File: src/rtl/ft_cmd_decoder.sv
// Byte-stream command parser: opcode plus 0-2 argument bytes, emits one-cycle action strobes.
// Latency 1 cycle from final byte; rx_valid is never back-pressured, stalled commands time out.
module ft_cmd_decoder #(
  parameter int TIMEOUT_CYCLES = 10000
) (
  input  logic        clk,
  input  logic        rst,
  input  logic [7:0]  rx_data,
  input  logic        rx_valid,
  input  logic        adconf_busy,
  output logic        reg_wr,
  output logic [1:0]  reg_addr,
  output logic [7:0]  reg_data,
  output logic        adconf_start,
  output logic [15:0] adconf_word,
  output logic        mcp_toggle,
  output logic        shutter_open,
  output logic        shutter_close,
  output logic        ccd_toggle,
  output logic        busy,
  output logic        err,
  output logic [1:0]  err_code
);

  localparam logic [7:0] CMD_SET_REGISTER    = 8'h01;
  localparam logic [7:0] CMD_RW_ADCONF       = 8'h02;
  localparam logic [7:0] CMD_TOGGLE_MCP      = 8'h03;
  localparam logic [7:0] CMD_OPEN_SHUTTER    = 8'h04;
  localparam logic [7:0] CMD_CLOSE_SHUTTER   = 8'h05;
  localparam logic [7:0] CMD_TOGGLE_READ_CCD = 8'h06;

  localparam int CW = $clog2(TIMEOUT_CYCLES);
  localparam logic [CW-1:0] CNT_LAST = CW'(TIMEOUT_CYCLES - 1);

  typedef enum logic [1:0] {IDLE, ARG1, ARG2} state_t;

  state_t        state, state_nxt;
  logic [7:0]    opcode, opcode_nxt;
  logic [7:0]    arg1, arg1_nxt;
  logic [CW-1:0] cnt, cnt_nxt;
  logic          timed_out;

  logic          reg_wr_nxt, adconf_start_nxt, mcp_toggle_nxt;
  logic          shutter_open_nxt, shutter_close_nxt, ccd_toggle_nxt, err_nxt;
  logic [1:0]    reg_addr_nxt, err_code_nxt;
  logic [7:0]    reg_data_nxt;
  logic [15:0]   adconf_word_nxt;

  // A byte landing on the last counted cycle wins over the timeout.
  assign timed_out = (cnt == CNT_LAST) && !rx_valid;
  assign busy      = (state != IDLE);

  always_comb begin
    state_nxt         = state;
    opcode_nxt        = opcode;
    arg1_nxt          = arg1;
    reg_wr_nxt        = 1'b0;
    adconf_start_nxt  = 1'b0;
    mcp_toggle_nxt    = 1'b0;
    shutter_open_nxt  = 1'b0;
    shutter_close_nxt = 1'b0;
    ccd_toggle_nxt    = 1'b0;
    err_nxt           = 1'b0;
    err_code_nxt      = err_code;
    reg_addr_nxt      = reg_addr;
    reg_data_nxt      = reg_data;
    adconf_word_nxt   = adconf_word;

    case (state)
      IDLE: begin
        if (rx_valid) begin
          case (rx_data)
            CMD_SET_REGISTER, CMD_RW_ADCONF: begin
              opcode_nxt = rx_data;
              state_nxt  = ARG1;
            end
            CMD_TOGGLE_MCP:      mcp_toggle_nxt    = 1'b1;
            CMD_OPEN_SHUTTER:    shutter_open_nxt  = 1'b1;
            CMD_CLOSE_SHUTTER:   shutter_close_nxt = 1'b1;
            CMD_TOGGLE_READ_CCD: ccd_toggle_nxt    = 1'b1;
            default: begin
              err_nxt      = 1'b1;
              err_code_nxt = 2'd1;
            end
          endcase
        end
      end
      ARG1: begin
        if (rx_valid) begin
          arg1_nxt  = rx_data;
          state_nxt = ARG2;
        end else if (timed_out) begin
          state_nxt    = IDLE;
          err_nxt      = 1'b1;
          err_code_nxt = 2'd2;
        end
      end
      ARG2: begin
        if (rx_valid) begin
          state_nxt = IDLE;
          if (opcode == CMD_SET_REGISTER) begin
            reg_wr_nxt   = 1'b1;
            reg_addr_nxt = arg1[1:0];
            reg_data_nxt = rx_data;
          end else if (!adconf_busy) begin
            adconf_start_nxt = 1'b1;
            adconf_word_nxt  = {arg1, rx_data};
          end else begin
            err_nxt      = 1'b1;
            err_code_nxt = 2'd3;
          end
        end else if (timed_out) begin
          state_nxt    = IDLE;
          err_nxt      = 1'b1;
          err_code_nxt = 2'd2;
        end
      end
      default: state_nxt = IDLE;
    endcase

    cnt_nxt = (state_nxt == IDLE || rx_valid) ? '0 : cnt + 1'b1;
  end

  always_ff @(posedge clk) begin
    if (rst) begin
      state         <= IDLE;
      opcode        <= 8'h00;
      arg1          <= 8'h00;
      cnt           <= '0;
      reg_wr        <= 1'b0;
      adconf_start  <= 1'b0;
      mcp_toggle    <= 1'b0;
      shutter_open  <= 1'b0;
      shutter_close <= 1'b0;
      ccd_toggle    <= 1'b0;
      err           <= 1'b0;
      err_code      <= 2'd0;
      reg_addr      <= 2'd0;
      reg_data      <= 8'h00;
      adconf_word   <= 16'h0000;
    end else begin
      state         <= state_nxt;
      opcode        <= opcode_nxt;
      arg1          <= arg1_nxt;
      cnt           <= cnt_nxt;
      reg_wr        <= reg_wr_nxt;
      adconf_start  <= adconf_start_nxt;
      mcp_toggle    <= mcp_toggle_nxt;
      shutter_open  <= shutter_open_nxt;
      shutter_close <= shutter_close_nxt;
      ccd_toggle    <= ccd_toggle_nxt;
      err           <= err_nxt;
      err_code      <= err_code_nxt;
      reg_addr      <= reg_addr_nxt;
      reg_data      <= reg_data_nxt;
      adconf_word   <= adconf_word_nxt;
    end
  end

endmodule

File: config.mk
export PLATFORM = sky130hd
export DESIGN_NAME = ft_cmd_decoder
export DESIGN_NICKNAME = d
export VERILOG_FILES = /design/src/rtl/ft_cmd_decoder.sv
export SDC_FILE = /design/constraint.sdc
export NUM_CORES = 1
export LEC_CHECK = 0
export ABC_AREA = 1
export BUFFER_PORTS_ARGS = -buffer_cell sky130_fd_sc_hd__buf_2
export CORE_ASPECT_RATIO = 0.5
export CORE_MARGIN = 2
export CORE_UTILIZATION = 40
export CTS_BUF_LIST = sky130_fd_sc_hd__clkbuf_4 sky130_fd_sc_hd__clkbuf_8
export CTS_CLUSTER_SIZE = 40
export DETAILED_ROUTE_END_ITERATION = 7
export GPL_TIMING_DRIVEN = 0
export SYNTH_ARGS = -nofsm -noshare
export SYNTH_HDL_FRONTEND = slang
export SYNTH_SLANG_ARGS = --single-unit
File: constraint.sdc
create_clock -name clk -period 1.65 [get_ports clk]
set_input_delay 0.33 -clock clk [delete_from_list [all_inputs] [get_ports clk]]
set_output_delay 0.33 -clock clk [all_outputs]
set_load 0.1 [all_outputs]
# Yosys cells after proc, flatten, opt, wreduce, memory -nomap -nowiden
# Index checks and enable logic that the tools add are counted.
word_totals:
  register_bits: 67
  input_bits: 12
  elab_cells: 82
  out_inout_bits: 36
op_classes:
  addsub: 1
  mux: 28
  n_reduce_logical: 18
  eq_ne: 15
  bitwise_logic: 5
op_table:
  columns: ["operator", "count"]
  rows:
  - ["$eq A8 B3 Y1 const B", 3]
  - ["$mux W2", 12]
  - ["$eq A8 B1 Y1 const B", 2]
  - ["$eq A8 B2 Y1 const B", 2]
  - ["$add A14 B1 Y14 const B", 1]
  - ["$eq A14 B14 Y1 const B", 1]
  - ["$mux W1", 13]
  - ["$pmux W2 S3", 2]
  - ["$ne A2 B2 Y1 const B", 3]
  - ["$ne A3 B3 Y1 const B", 2]
  - ["$reduce_and A3 Y1", 2]
  - ["$reduce_and A6 Y1", 1]
  - ["$reduce_or A3 Y1", 2]
  - ["$reduce_or A6 Y1", 1]
  - ["$not A1 Y1", 5]
  - ["$logic_not A2 Y1", 2]
  - ["$reduce_and A4 Y1", 1]
  - ["$reduce_or A2 Y1", 2]
  - ["$reduce_or A4 Y1", 1]
  - ["$pmux W1 S3", 1]
  - ["$reduce_bool A3 Y1", 1]
  - ["$eq A2 B1 Y1 const B", 1]
  - ["$eq A2 B2 Y1 const B", 1]
  - ["$reduce_and A2 Y1", 1]
  - ["4 further kinds", 4]

# Longest topological paths before layout
logic_depth:
  depth_word: 8
  depth_mapped: 14
  mapped_depth_nobuf: 12

# Least setup slack after synthesis
# No wires, ideal clock.
synth_path:
  path_kind: "reg2reg"
  from: "register state[0]"
  to: "register cnt[12]"
  path_buffers: 1
  setup_time_ps: 117
  arrival_ps: 1877
  synth_period_minus_slack_ps: 1993
  setup_slack_ps: -343
  t_required_ps: 1533
  stages_incl_launch_ff: 10
  cell_sequence: "dfxtp_1 inv_1 ha_1 inv_1 nand2_1 nand2_1 nand2_2 nand2_4 buf_12 nor2_2"
synth_via:
  elab_chain_len: 6
  word_cells_on_any_way: 12
  cone_classes: "eq/ne (2); mux (6); reduce/logical (4)"
synth_rtl:
  columns: ["item", "line_no", "rtl"]
  rows:
  - ["start: declaration", "37", "state_t state, state_nxt;"]
  - ["start signal: assignment", "142", "state <= state_nxt;"]
  - ["$mux W2, on equally long branches", "92, 112, 72", null]
  - ["$mux W2, on equally long branches", "99, 71, 89", null]
  - ["$pmux W2 S3 (*)", "69", "case (state)"]
  - ["$logic_not A2 Y1 (*)", "121", "cnt_nxt = (state_nxt == IDLE || rx_valid) ? '0 : cnt + 1'b1;"]
  - ["$logic_or A1 B1 Y1 (*)", "121", null]
  - ["$reduce_or A2 Y1 (no line) (*)", null, null]
  - ["end signal: assignment", "145", "cnt <= cnt_nxt;"]
  - ["end: declaration", "40", "logic [CW-1:0] cnt, cnt_nxt;"]
# Mark *: on every way between the ends. The rest lies on a longest branch, timed or not.
# A chain may end at the register's enable or synchronous reset.

# Worst setup path in the final report
layout_path:
  from: "register state[0]"
  to: "output port busy"
layout_via:
  elab_chain_len: 1
layout_rtl:
  columns: ["item", "line_no", "rtl"]
  rows:
  - ["$reduce_bool A2 Y1", "51", "assign busy = (state != IDLE);"]
  - ["end: declaration", "20", "output logic busy,"]
# Every way passes these cells.

==> impl_metrics.py <==
metrics = {
    "grt": {
        "antenna_found_initial": 0,
        "grt_max_degree": 13,
        "first_global_vias": 2272,
        "overflow": 0,
        "grt_pass1_wl_mm": 10.1,
        "grtUsageTotal_pct": 17.1,
    },
    "routing": {
        "num_vias": 2421,
        "remaining_drc_errors": 0,
        "vias_per_cell": 4.66,
        "drt-met1-wl_mm": 3.01,
        "met2_length_mm": 3.12,
        "dr.pass1.iters": 4,
        "routed_wl_mm": 6.51,
        "ant_nets": 0,
        "highest_layer": "met4",
        "dr_wl_met3_um": 280,
        "drt_iter0_drc": 104,
        "wl_per_cell_um": 12.5,
    },
    "synthesis": {
        "synth_area_leader_cell": "dfxtp_1",
        "async_flop_share_pct": 0,
        "synth.top_cell.area_share_pct": 48.9,
        "ys_ff_latch": 67,
        "synthMostInstantiatedCell": "nor2_1",
        "avgSynthCellArea_sq_um": 7.85,
        "yosysSeqAreaShare_pct": 48.9,
        "synth_nets": 367,
        "synth-edff-count": 0,
        "synth_common_cells": "82 x nor2_1, 67 x dfxtp_1, 39 x o21ai_0",
        "synth_area_sq_mm": 0.00274,
        "ys_top_cells_by_area": "dfxtp_1 49%, nor2_1 11%, o21ai_0 7.1%",
        "netlist_instances": 349,
        "ys_types": 27,
        "yosys_warnings": 0,
        "yosys_most_used_dff": "dfxtp_1",
    },
    "setup_path": {
        "crit_path_end_kind": "primary output",
        "regToRegSetupSlack_ps": 30,
        "crit_type": "reg2out",
        "critPathLaunch": "state[0]",
        "timing.rr.end": "cnt[10]",
        "r2r_start": "state[1]",
        "critPathTopFamily": "buffers and inverters",
        "crit_fanout": 4,
        "path_buf_inv": 3,
        "slowest_stage": "dfxtp_4",
        "worst-path-stages": 4,
        "setup.worst_path.end": "busy",
        "path_cells": "inv_6, ha_4, clkinvlp_4, buf_12",
        "cp.required_ps": 1320,
        "worstSetupStartpointType": "register",
        "max_stage_delay_ps": 380,
        "reg2reg_depth": 13,
        "crit_arrival_ps": 1290,
    },
    "timing": {
        "drv_slew": 0,
        "finalSetupViolCount": 0,
        "finalClockSkew_ps": 13.1,
        "worst_pin_slew_ps": 496,
        "setup_ws_ps": 27.7,
        "max_freq_mhz": 616,
        "slew_headroom_pct": 66.9,
        "finalHoldViolCount": 0,
        "period_needed_ps": 1620,
        "fin_crit_sh_pct": 98.3,
        "rsz0062_at_grt": "true",
    },
    "clock_tree": {
        "cts.sinks": 67,
        "clock-root-buffer": "clkbuf_8",
        "tritoncts": "done",
        "ctsHoldBuffers": 0,
        "clock_latency_ps": 340,
        "clockBufferDepth": 2,
        "numCtsBuffers": 9,
        "cts_htree_levels": 3,
        "clkTransAtPathRegs_ps": 80,
    },
    "floorplanning": {
        "core_area_sq_mm": 0.00665,
        "fp.dieH_um": 62.5,
        "die-area_sq_mm": 0.00757,
        "io_pins": 48,
        "row_count": 21,
        "die_w_um": 121,
        "start_util_pct": 41.2,
    },
    "placed_design": {
        "post-place-ws_ps": -238,
        "gp_congestion": 0.869,
        "place_area_sq_mm": 0.00311,
        "port_buffers": 46,
        "dp_hpwl_mm": 4.35,
    },
    "final_layout": {
        "final_area_sq_mm": 0.00367,
        "drive_gt1_share_pct": 33.6,
        "syn_to_final_growth_pct": 34.0,
        "num_antenna_cells": 0,
        "finalNetCount": 441,
    },
    "hold_path": {
        "hp-class": "in2reg",
        "worstHoldStart": "rx_data[1]",
        "hold_depth": 2,
    },
    "pwr": {
        "peakVddDrop_mv": 0.517,
        "p_per_area_mw_per_mm2": 850,
        "total_power_w": 0.00312,
        "p_leak_nw": 1.62,
    },
    "run_status": {
        "outcome": "completed",
    },
    "flow_run": {
        "cap_viol_max_count": 0,
    },
}
-- layer usage --
metal | vias up | global-route usage [%]
li1 | 1259 | -
met1 | 1116 | 20.9
met2 | 36 | 28.4
met3 | 10 | 5.75
met4 | 0 | 5.96
met5 | - | 0
-- metrics by stage --
stage          setup TNS [ps]  instances  utilization (%)  hold WS, ps
4_1_cts                  -362        513             52.6          207
3_3_place_gp            -3700        487             46.7          429
5_1_grt                  -709        520             55.3          218
2_1_floorplan           -11.1        349                -          407
3_5_place_dp            -4410        487             46.7          436
6_report                    0        520             55.3          226
-- how the worst min path moves through the flow --
| stage | endpoint | slack (ps) |
|---|---|---|
| 3_3_place_gp | cnt[0] | 430 |
| 2_1_floorplan | shutter_open | 410 |
| 6_report | shutter_open | 230 |
| 4_1_cts | shutter_open | 210 |
| 5_1_grt | shutter_open | 220 |
| 3_5_place_dp | opcode[2] | 440 |
-- layout make-up --
type,count,area (sq um)
fill,633,2970
multi-input combinational,233,1360
sequential,67,1360
timing repair buffer,64,417
inverter,37,151
clock buffer,10,138
tap,92,115
buffer,11,72.6
clock inverter,6,63.8
-- power breakdown --
group | total, W | internal [W] | switching (W)
clock network | 0.00137 | 0.000738 | 0.000627
logic | 0.000135 | 0.0000358 | 0.0000991
registers | 0.00162 | 0.00162 | 0.00000286
total | 0.00312 | 0.00239 | 0.000729
-- flip-flops by register name (all words and copies together), names as in the netlist --
name,count
ccd_toggle,1
shutter_close,1
shutter_open,1
reg_addr,2
err_code,2
adconf_start,1
reg_data,8
cnt,14
state,2
reg_wr,1
err,1
opcode,8
arg1,8
adconf_word,16
mcp_toggle,1
-- cells by family (layout without fill, tap and decap cells) --
logic type	Yosys count	in the layout	synth area share, %
XOR/XNOR	12	12	3.83
buffers and inverters	49	128	7.71
flip-flops	67	67	48.9
AO/OA/AOI/OAI	54	54	10.2
adder cells (fa/ha/maj)	6	6	2.74
AND/OR/NAND/NOR	161	161	26.6
-- repair_timing --
action	4_1_cts	5_1_grt
setup endpoints to repair	40	47
pin swaps	6	9
cloned	1	1
buffers inserted	9	7
gates resized for setup	22	42
-- placed cells by master (no fill, tap or decap), types with 3 or more instances in the layout --
cell type   instances
nor2_1             70
dfxtp_1            60
buf_2              45
o21ai_0            39
inv_1              31
nand2_1            27
buf_4              15
nor2_2             14
a21oi_1            12
nor2_4             11
clkbuf_8           11
nor3_1             10
nand3_1             9
nand4_1             6
xor2_1              6
clkbuf_1            5
xnor2_1             5
dfxtp_2             5
clkinvlp_4          4
buf_6               3
inv_2               3
nor3_2              3
nand2_4             3
nand2_2             3
ha_4                3
Power figures use the tool's default switching activity.
